### src/rtl/bsg_chip_pkg.sv
// ============================================================================
// bsg_chip_pkg : chip-level delay-line parameters and DLL calibration types
// Revision     : 1.0
// ============================================================================
`default_nettype none

package bsg_chip_pkg;

   localparam int dly_code_width_gp         = 4;
   localparam int div_count_width_gp        = 8;

   localparam int dly_cal_settle_cycles_gp  = 16;
   localparam int dly_cal_timeout_cycles_gp = 255;
   localparam int dly_cal_max_rev_gp        = 2;

   typedef enum logic [2:0] {
      CAL_IDLE   = 3'd0,
      CAL_SETTLE = 3'd1,
      CAL_REQ    = 3'd2,
      CAL_WAIT   = 3'd3,
      CAL_EVAL   = 3'd4,
      CAL_LOCKED = 3'd5,
      CAL_ERROR  = 3'd6
   } bsg_dll_cal_state_e;

   typedef enum logic [1:0] {
      DIR_NONE = 2'd0,
      DIR_UP   = 2'd1,
      DIR_DN   = 2'd2
   } bsg_dll_cal_dir_e;

   function automatic int max2(input int a, input int b);
      return (a > b) ? a : b;
   endfunction

endpackage

`default_nettype wire

### src/rtl/bsg_dll_cal_ctrl_if.sv
// ============================================================================
// bsg_dll_cal_ctrl_if : control, measurement and status bundle of the DLL
//                       calibration controller
// Revision            : 1.0
// ============================================================================
`default_nettype none

interface bsg_dll_cal_ctrl_if
   import bsg_chip_pkg::*;
#(
   parameter int code_width_p  = dly_code_width_gp,
   parameter int count_width_p = div_count_width_gp
);

   logic                     start_i;
   logic                     abort_i;
   logic [count_width_p-1:0] target_i;
   logic [count_width_p-1:0] tol_i;
   logic                     meas_req_o;
   logic                     meas_v_i;
   logic [count_width_p-1:0] meas_count_i;
   logic [code_width_p-1:0]  dly_code_o;
   logic                     busy_o;
   logic                     locked_o;
   logic                     err_o;

   // Controller side
   modport slave (
      input  start_i, abort_i, target_i, tol_i, meas_v_i, meas_count_i,
      output meas_req_o, dly_code_o, busy_o, locked_o, err_o
   );

   // Host / period-counter side
   modport master (
      output start_i, abort_i, target_i, tol_i, meas_v_i, meas_count_i,
      input  meas_req_o, dly_code_o, busy_o, locked_o, err_o
   );

endinterface

`default_nettype wire

### src/rtl/bsg_dll_cal_timer.sv
// ============================================================================
// bsg_dll_cal_timer : loadable down-counter that stops at zero, with zero flag
// Revision          : 1.0
// ============================================================================
`default_nettype none

module bsg_dll_cal_timer #(
   parameter int width_p = 8
) (
   input  logic               clk_i,
   input  logic               reset_n_i,
   input  logic               load_i,
   input  logic [width_p-1:0] load_val_i,
   output logic               zero_o
);

   logic [width_p-1:0] count_q, count_d;

   always_comb begin
      count_d = count_q;
      if (load_i)
         count_d = load_val_i;
      else if (count_q != '0)
         count_d = count_q - width_p'(1);
   end

   always_ff @(posedge clk_i) begin
      if (!reset_n_i)
         count_q <= '0;
      else
         count_q <= count_d;
   end

   assign zero_o = (count_q == '0);

endmodule

`default_nettype wire

### src/rtl/bsg_dll_cal_ctrl.sv
// ============================================================================
// bsg_dll_cal_ctrl : steps a delay-line tap code until the measured period
//                    count falls inside target +/- tolerance
// Revision         : 1.0
// ============================================================================
`default_nettype none

module bsg_dll_cal_ctrl
   import bsg_chip_pkg::*;
#(
   parameter int code_width_p     = dly_code_width_gp,
   parameter int count_width_p    = div_count_width_gp,
   parameter int settle_cycles_p  = dly_cal_settle_cycles_gp,
   parameter int timeout_cycles_p = dly_cal_timeout_cycles_gp,
   parameter int max_rev_p        = dly_cal_max_rev_gp
) (
   input  logic               clk_i,
   input  logic               reset_n_i,
   bsg_dll_cal_ctrl_if.slave  bus
);

   localparam int timer_width_lp = $clog2(max2(settle_cycles_p, timeout_cycles_p) + 1);
   localparam int rev_width_lp   = $clog2(max_rev_p + 1);

   localparam logic [code_width_p-1:0]   code_mid_lp    = {1'b1, {(code_width_p-1){1'b0}}};
   localparam logic [code_width_p-1:0]   code_max_lp    = '1;
   localparam logic [count_width_p:0]    count_max_lp   = {1'b0, {count_width_p{1'b1}}};
   localparam logic [rev_width_lp-1:0]   rev_limit_lp   = rev_width_lp'(max_rev_p);
   // Timer counts down to zero inclusive: SETTLE spans load+1 cycles, and the
   // REQ cycle itself is the first of the timeout window.
   localparam logic [timer_width_lp-1:0] settle_load_lp  = timer_width_lp'(settle_cycles_p - 1);
   localparam logic [timer_width_lp-1:0] timeout_load_lp = timer_width_lp'(timeout_cycles_p - 2);

   bsg_dll_cal_state_e         state_q, state_d;
   bsg_dll_cal_dir_e           dir_q, dir_d;
   logic [code_width_p-1:0]    code_q, code_d;
   logic [rev_width_lp-1:0]    rev_q, rev_d;
   logic [count_width_p-1:0]   count_q, count_d;

   logic                       timer_load;
   logic [timer_width_lp-1:0]  timer_val;
   logic                       timer_zero;

   logic [count_width_p:0]     diff, sum, lo, hi, count_ext;
   logic                       go_up, go_dn, reversal;
   logic [rev_width_lp-1:0]    rev_inc;

   bsg_dll_cal_timer #(
      .width_p   (timer_width_lp)
   ) u_timer (
      .clk_i      (clk_i),
      .reset_n_i  (reset_n_i),
      .load_i     (timer_load),
      .load_val_i (timer_val),
      .zero_o     (timer_zero)
   );

   // Band edges at one extra bit so the saturation is visible as carry/borrow
   assign diff      = {1'b0, bus.target_i} - {1'b0, bus.tol_i};
   assign sum       = {1'b0, bus.target_i} + {1'b0, bus.tol_i};
   assign lo        = diff[count_width_p] ? '0 : diff;
   assign hi        = sum[count_width_p] ? count_max_lp : sum;
   assign count_ext = {1'b0, count_q};
   assign go_up     = (count_ext < lo);
   assign go_dn     = (count_ext > hi);
   assign reversal  = ((dir_q == DIR_UP) && go_dn) || ((dir_q == DIR_DN) && go_up);
   assign rev_inc   = rev_q + rev_width_lp'(1);

   always_comb begin
      state_d    = state_q;
      dir_d      = dir_q;
      code_d     = code_q;
      rev_d      = rev_q;
      count_d    = count_q;
      timer_load = 1'b0;
      timer_val  = settle_load_lp;

      case (state_q)
         CAL_IDLE, CAL_LOCKED, CAL_ERROR: begin
            if (bus.start_i) begin
               state_d    = CAL_SETTLE;
               code_d     = code_mid_lp;
               dir_d      = DIR_NONE;
               rev_d      = '0;
               timer_load = 1'b1;
            end
         end
         CAL_SETTLE: begin
            if (timer_zero)
               state_d = CAL_REQ;
         end
         CAL_REQ: begin
            state_d    = CAL_WAIT;
            timer_load = 1'b1;
            timer_val  = timeout_load_lp;
         end
         CAL_WAIT: begin
            if (bus.meas_v_i) begin
               count_d = bus.meas_count_i;
               state_d = CAL_EVAL;
            end else if (timer_zero) begin
               state_d = CAL_ERROR;
            end
         end
         CAL_EVAL: begin
            if (!go_up && !go_dn) begin
               state_d = CAL_LOCKED;
            end else if ((go_up && (code_q == code_max_lp)) || (go_dn && (code_q == '0))) begin
               state_d = CAL_ERROR;
            end else if (reversal && (rev_inc == rev_limit_lp)) begin
               rev_d   = rev_inc;
               state_d = CAL_LOCKED;
            end else begin
               if (reversal)
                  rev_d = rev_inc;
               code_d     = go_up ? code_q + code_width_p'(1) : code_q - code_width_p'(1);
               dir_d      = go_up ? DIR_UP : DIR_DN;
               state_d    = CAL_SETTLE;
               timer_load = 1'b1;
            end
         end
         default: state_d = CAL_IDLE;
      endcase

      if (bus.abort_i) begin
         state_d    = CAL_IDLE;
         code_d     = code_q;
         timer_load = 1'b0;
      end
   end

   always_ff @(posedge clk_i) begin
      if (!reset_n_i) begin
         state_q <= CAL_IDLE;
         dir_q   <= DIR_NONE;
         code_q  <= '0;
         rev_q   <= '0;
         count_q <= '0;
      end else begin
         state_q <= state_d;
         dir_q   <= dir_d;
         code_q  <= code_d;
         rev_q   <= rev_d;
         count_q <= count_d;
      end
   end

   assign bus.meas_req_o = (state_q == CAL_REQ);
   assign bus.busy_o     = (state_q == CAL_SETTLE) || (state_q == CAL_REQ) ||
                           (state_q == CAL_WAIT)   || (state_q == CAL_EVAL);
   assign bus.locked_o   = (state_q == CAL_LOCKED);
   assign bus.err_o      = (state_q == CAL_ERROR);
   assign bus.dly_code_o = code_q;

endmodule

`default_nettype wire
### src/flat_wrapper.sv
// flat-port wrapper written by rule: the top's interface ports become plain ports
module bsg_dll_cal_ctrl_flat import bsg_chip_pkg::*;
#(
   parameter int code_width_p     = dly_code_width_gp,
   parameter int count_width_p    = div_count_width_gp,
   parameter int settle_cycles_p  = dly_cal_settle_cycles_gp,
   parameter int timeout_cycles_p = dly_cal_timeout_cycles_gp,
   parameter int max_rev_p        = dly_cal_max_rev_gp
)
  (clk_i, reset_n_i, bus_start_i, bus_abort_i, bus_target_i, bus_tol_i, bus_meas_v_i, bus_meas_count_i, bus_meas_req_o, bus_dly_code_o, bus_busy_o, bus_locked_o, bus_err_o);
  bsg_dll_cal_ctrl_if #(.code_width_p(code_width_p), .count_width_p(count_width_p)) bus_i ();
  input  logic clk_i;
  input  logic reset_n_i;
  input wire logic [$bits(bus_i.start_i)-1:0] bus_start_i;
  input wire logic [$bits(bus_i.abort_i)-1:0] bus_abort_i;
  input wire logic [$bits(bus_i.target_i)-1:0] bus_target_i;
  input wire logic [$bits(bus_i.tol_i)-1:0] bus_tol_i;
  input wire logic [$bits(bus_i.meas_v_i)-1:0] bus_meas_v_i;
  input wire logic [$bits(bus_i.meas_count_i)-1:0] bus_meas_count_i;
  output wire logic [$bits(bus_i.meas_req_o)-1:0] bus_meas_req_o;
  output wire logic [$bits(bus_i.dly_code_o)-1:0] bus_dly_code_o;
  output wire logic [$bits(bus_i.busy_o)-1:0] bus_busy_o;
  output wire logic [$bits(bus_i.locked_o)-1:0] bus_locked_o;
  output wire logic [$bits(bus_i.err_o)-1:0] bus_err_o;
  assign bus_i.start_i = bus_start_i;
  assign bus_i.abort_i = bus_abort_i;
  assign bus_i.target_i = bus_target_i;
  assign bus_i.tol_i = bus_tol_i;
  assign bus_i.meas_v_i = bus_meas_v_i;
  assign bus_i.meas_count_i = bus_meas_count_i;
  assign bus_meas_req_o = bus_i.meas_req_o;
  assign bus_dly_code_o = bus_i.dly_code_o;
  assign bus_busy_o = bus_i.busy_o;
  assign bus_locked_o = bus_i.locked_o;
  assign bus_err_o = bus_i.err_o;
  bsg_dll_cal_ctrl #(.code_width_p(code_width_p), .count_width_p(count_width_p), .settle_cycles_p(settle_cycles_p), .timeout_cycles_p(timeout_cycles_p), .max_rev_p(max_rev_p)) u_core (.clk_i(clk_i), .reset_n_i(reset_n_i), .bus(bus_i));
endmodule
### config.mk
export PLATFORM = sky130hd
export DESIGN_NAME = bsg_dll_cal_ctrl_flat
export DESIGN_NICKNAME = d
export VERILOG_FILES = /design/src/rtl/bsg_chip_pkg.sv /design/src/rtl/bsg_dll_cal_ctrl_if.sv /design/src/rtl/bsg_dll_cal_timer.sv /design/src/rtl/bsg_dll_cal_ctrl.sv /design/src/flat_wrapper.sv
export SDC_FILE = /design/constraint.sdc
export NUM_CORES = 1
export LEC_CHECK = 0
export CORE_MARGIN = 2
export CORE_UTILIZATION = 35
export DETAILED_ROUTE_END_ITERATION = 10
export SYNTH_ARGS = -nofsm -noshare
export SYNTH_HDL_FRONTEND = slang
export SYNTH_SLANG_ARGS = --single-unit
### constraint.sdc
create_clock -name clk_i -period 5.18 [get_ports clk_i]
set_input_delay 0.777 -clock clk_i [delete_from_list [all_inputs] [get_ports clk_i]]
set_output_delay 0.777 -clock clk_i [all_outputs]
set_load 0.05 [all_outputs]
==> impl_metrics.yaml <==
yosys:
  yosysTopAreaCellShare_pct: 20.37
  synth-edff-count: 0
  post_synth.cell_area_avg_sq_um: 7.737
  synth-warning-count: 0
  synthesis.nets: 411
  synth.top_cells.by_count: "46 x nand2_1, 36 x ha_1, 33 x inv_1"
  primary_ff_master_synth: "dfxtp_1"
  synth.distinct_cells: 58
  netlist_area_sq_um: 2654
  synth_most_common_cell: "nand2_1"
  synthTopCellsByArea: "dfxtp_1 20%, ha_1 17%, nand2_1 6.5%"
  synth-seq-cells: 27
  yosysSeqAreaShare_pct: 20.37
  synth_async_sr_flop_share_pct: 0
  synth_cells: 343
  synth_top_area_cell: "dfxtp_1"
pwr:
  share_seq_of_total_power_pct: 34.1
  clock_power_share_pct: 15.5
  worst_vdd_drop_mv: 0.1723
  pwr_density_cell_nw_per_um2: 238.2
  netSwitchingFraction_pct: 37.47
  p_leak_nw: 1.400
  cellInternalPower_mw: 0.4858
  netSwitchingPower_mw: 0.2911
  design_power_total_mw: 0.7769
  pwr-share-comb_pct: 50.4
timing:
  fmaxAchievable_ghz: 0.2053
  hold_viol_final: 0
  timing.clock.skew_ns: 0.002232
  finalSetupViolCount: 0
  post-route-period-util_pct: 94.03
  worst_slew_pin_slew_ns: 0.9130
  relative_slew_slack_pct: 38.94
  final_min_period_ns: 4.871
  fin_worst_hold_slack_ns: 0.4689
  maxSlewViolCount: 0
setup_path:
  critPathBufInv: 2
  data_required_time_of_the_critical_path_ns: 5.39
  crit_path_top_delay_cell: "clkdlybuf4s50_1"
  critical_path_class: "in2reg"
  r2r-start: "u_core.count_q[2]"
  critical-path-top-delay-family: "compound AO/OA/AOI/OAI gates"
  cpPeakStageDelay_ns: 0.48
  start_kind: "input pin"
  rrSetupSlack_ns: 2.35
  cp_cell_sequence: "clkdlybuf4s50_1, inv_1, ha_1, nand2b_1, a21oi_1, o21bai_1, a21oi_1, nor2_1, o21ba_2, o21bai_4, a21oi_1, ha_1, nand4_1, o221ai_1, a221oi_2, or2_2, a211oi_4, a21oi_2, or3_1, a21boi_1"
  path_common_cell: "a21oi_1"
  cp_data_arrival_time_ns: 5.08
  category_of_the_worst_setup_path_capture_point: "flip-flop"
  rr_endpoint: "u_core.bus.dly_code_o[3]"
  reg2reg_depth: 11
  critPathMaxFanout: 8
floorplanning:
  floorplan.initialDensity_pct: 36.39
  die_height_microns: 91.08
  fp.dieArea_sq_um: 8295
  pin_count: 37
  dieWidth_microns: 91.08
  core_area_sq_um: 7292
  num_rows: 31
global_routing:
  grt-ovfl-total: 0
  first_global_vias: 2413
  grt_first_pass_wirelength_microns: 10750
  grt_max_degree: 29
  antenna_found_initial: 0
  groute.usage.overall_pct: 15.20
outcome:
  status: "finished, final reports clean"
clocking:
  ctsHoldBuffers: 0
  cts.root.buffer_cell: "clkbuf_8"
  ctsLongestPathBuffers: 2
  cts-htree-levels: 1
  worstSkewPairLatency_ns: 0.27
  numCtsBuffers: 3
  clock-sinks: 27
  tritoncts: "built"
  path_clk_slew_ns: 0.09
hold_path:
  hold_path_class: "reg2reg"
  whs_path_depth: 2
  worst_hold_startpoint: "u_core.dir_q[1]"
  hold-path-endpoint: "u_core.dir_q[1]"
finish:
  post_route_cells_drive_above_1_share_pct: 8.290
  layout.cells.non_filler: 485
  finish.instance_area_sq_um: 3262
  antenna-diode-count: 0
  n_fill_cell: 767
  net_total_in_the_final_layout: 455
  finalCoreUtilization_pct: 44.73
  regArea_sq_um: 540.5
  signed_area_change_from_the_synthesized_netlist_to_the_final_layout_pct: 22.91
  multi_input_area_sq_um: 1971
drt:
  postRouteWirelength_microns: 6006
  detail_route.drc_violations: 0
  dr_total_vias: 2427
  drtAntennaViolNets: 0
  drt_pass1_iterations: 5
  via_per_inst: 5.004
  wl_per_cell_microns: 12.38
  drt_first_iter_violations: 52
placed_design:
  dpl.hpwl_microns: 4854
  port_buffers: 36
  gp_routability_congestion: 0.8451
  numPlacedInstances: 480
  postPlaceCellArea_sq_um: 3179
job:
  count_of_maximum_capacitance_violations: 0
## power by group through the flow
stage,combinational [mW],sequential (mW),clock (mW)
4_1_cts,0.390,0.265,0.127
3_5_place_dp,0.386,0.270,0
2_1_floorplan,0.292,0.265,0
6_report,0.392,0.265,0.120
5_1_grt,0.448,0.270,0.129
3_3_place_gp,0.382,0.269,0
## sequential cells by signal (all words and copies together) (netlist names)
register                flops
u_core.count_q              8
u_core.bus.dly_code_o       4
u_core.u_timer.count_q      8
u_core.dir_q                2
u_core.rev_q                2
u_core.state_q              3
## layer usage
metal,GRT usage (%),share of wire (%)
met5,0,0
met4,4.419,1.4
met3,1.411,2.2
met2,27.41,49
met1,19.14,47
## how the worst max path moves through the flow
stage | from | to | slack [ns] | cells past startpoint
after floorplan | bus_tol_i[1] | u_core.bus.dly_code_o[3] | 0.77 | 20
after global placement | bus_tol_i[2] | u_core.u_timer.count_q[4] | -0.35 | 20
after detailed placement | bus_tol_i[2] | u_core.u_timer.count_q[7] | -0.40 | 20
after CTS | bus_tol_i[2] | u_core.u_timer.count_q[7] | 0.14 | 20
after global routing | bus_tol_i[2] | u_core.bus.dly_code_o[1] | -0.0009 | 20
final | bus_tol_i[2] | u_core.dir_q[0] | 0.31 | 20
## metrics by stage
step	TNS (ns)	setup WS, ns
after detailed placement	-5.139	-0.3951
after global routing	-0.0009073	-0.0009073
after floorplan	0	0.7750
after global placement	-4.445	-0.3545
after CTS	0	0.1361
final	0	0.3093
## area by class of cell
| type | instances | area share (%) |
|---|---|---|
| Tap cell | 99 | 3.797 |
| Sequential cell | 27 | 16.57 |
| Multi-Input combinational cell | 272 | 60.41 |
| Clock buffer | 4 | 1.381 |
| Timing Repair Buffer | 48 | 13.81 |
| Inverter | 35 | 4.028 |
## kinds of logic after synthesis
logic type                 count (synthesis)  share of synthesized area, %
and+or+nand+nor                          127                         22.77
AOI/OAI and AO/OA                         85                         23.81
buffers and inverters                     44                         6.506
adders and majority gates                 41                         19.99
DFF                                       27                         20.37
xor gates and xnor gates                  13                         4.290
muxes                                      6                         2.263
## layout by cell type (no fill, tap or decap), types with 3 or more instances in the layout
master and instances:
nand2_1 46, ha_1 36, clkdlybuf4s50_1 36, inv_1 33, nor2_1 30, dfxtp_1 27, a21oi_1 17, buf_4 12
nand3_1 11, a21boi_1 9, nor3_1 9, xnor2_1 8, a21boi_0 8, o21ai_0 7, a21o_1 6, nand2b_1 6
mux2i_1 6, xor2_1 5, o21a_1 4, nand3b_1 4, o21bai_1 3, and3_1 3, nand4_1 3, a211oi_1 3
or3_1 3, fa_1 3, clkbuf_8 3
## what timing repair did
action | 4_1_cts | 5_1_grt
buffers inserted | 0 | 1
pin swaps | 0 | 1
resized for setup | 1 | 5
endpoints found under the setup margin | 12 | 16
hold endpoints to repair | 0 | 0
## tightest hold or removal path, stage by stage (launching register included)
cell and delay, ns:
dfxtp_1 0.33, nand2_1 0.05, a21boi_1 0.05
Note: power is estimated with default switching activity, not from simulation.
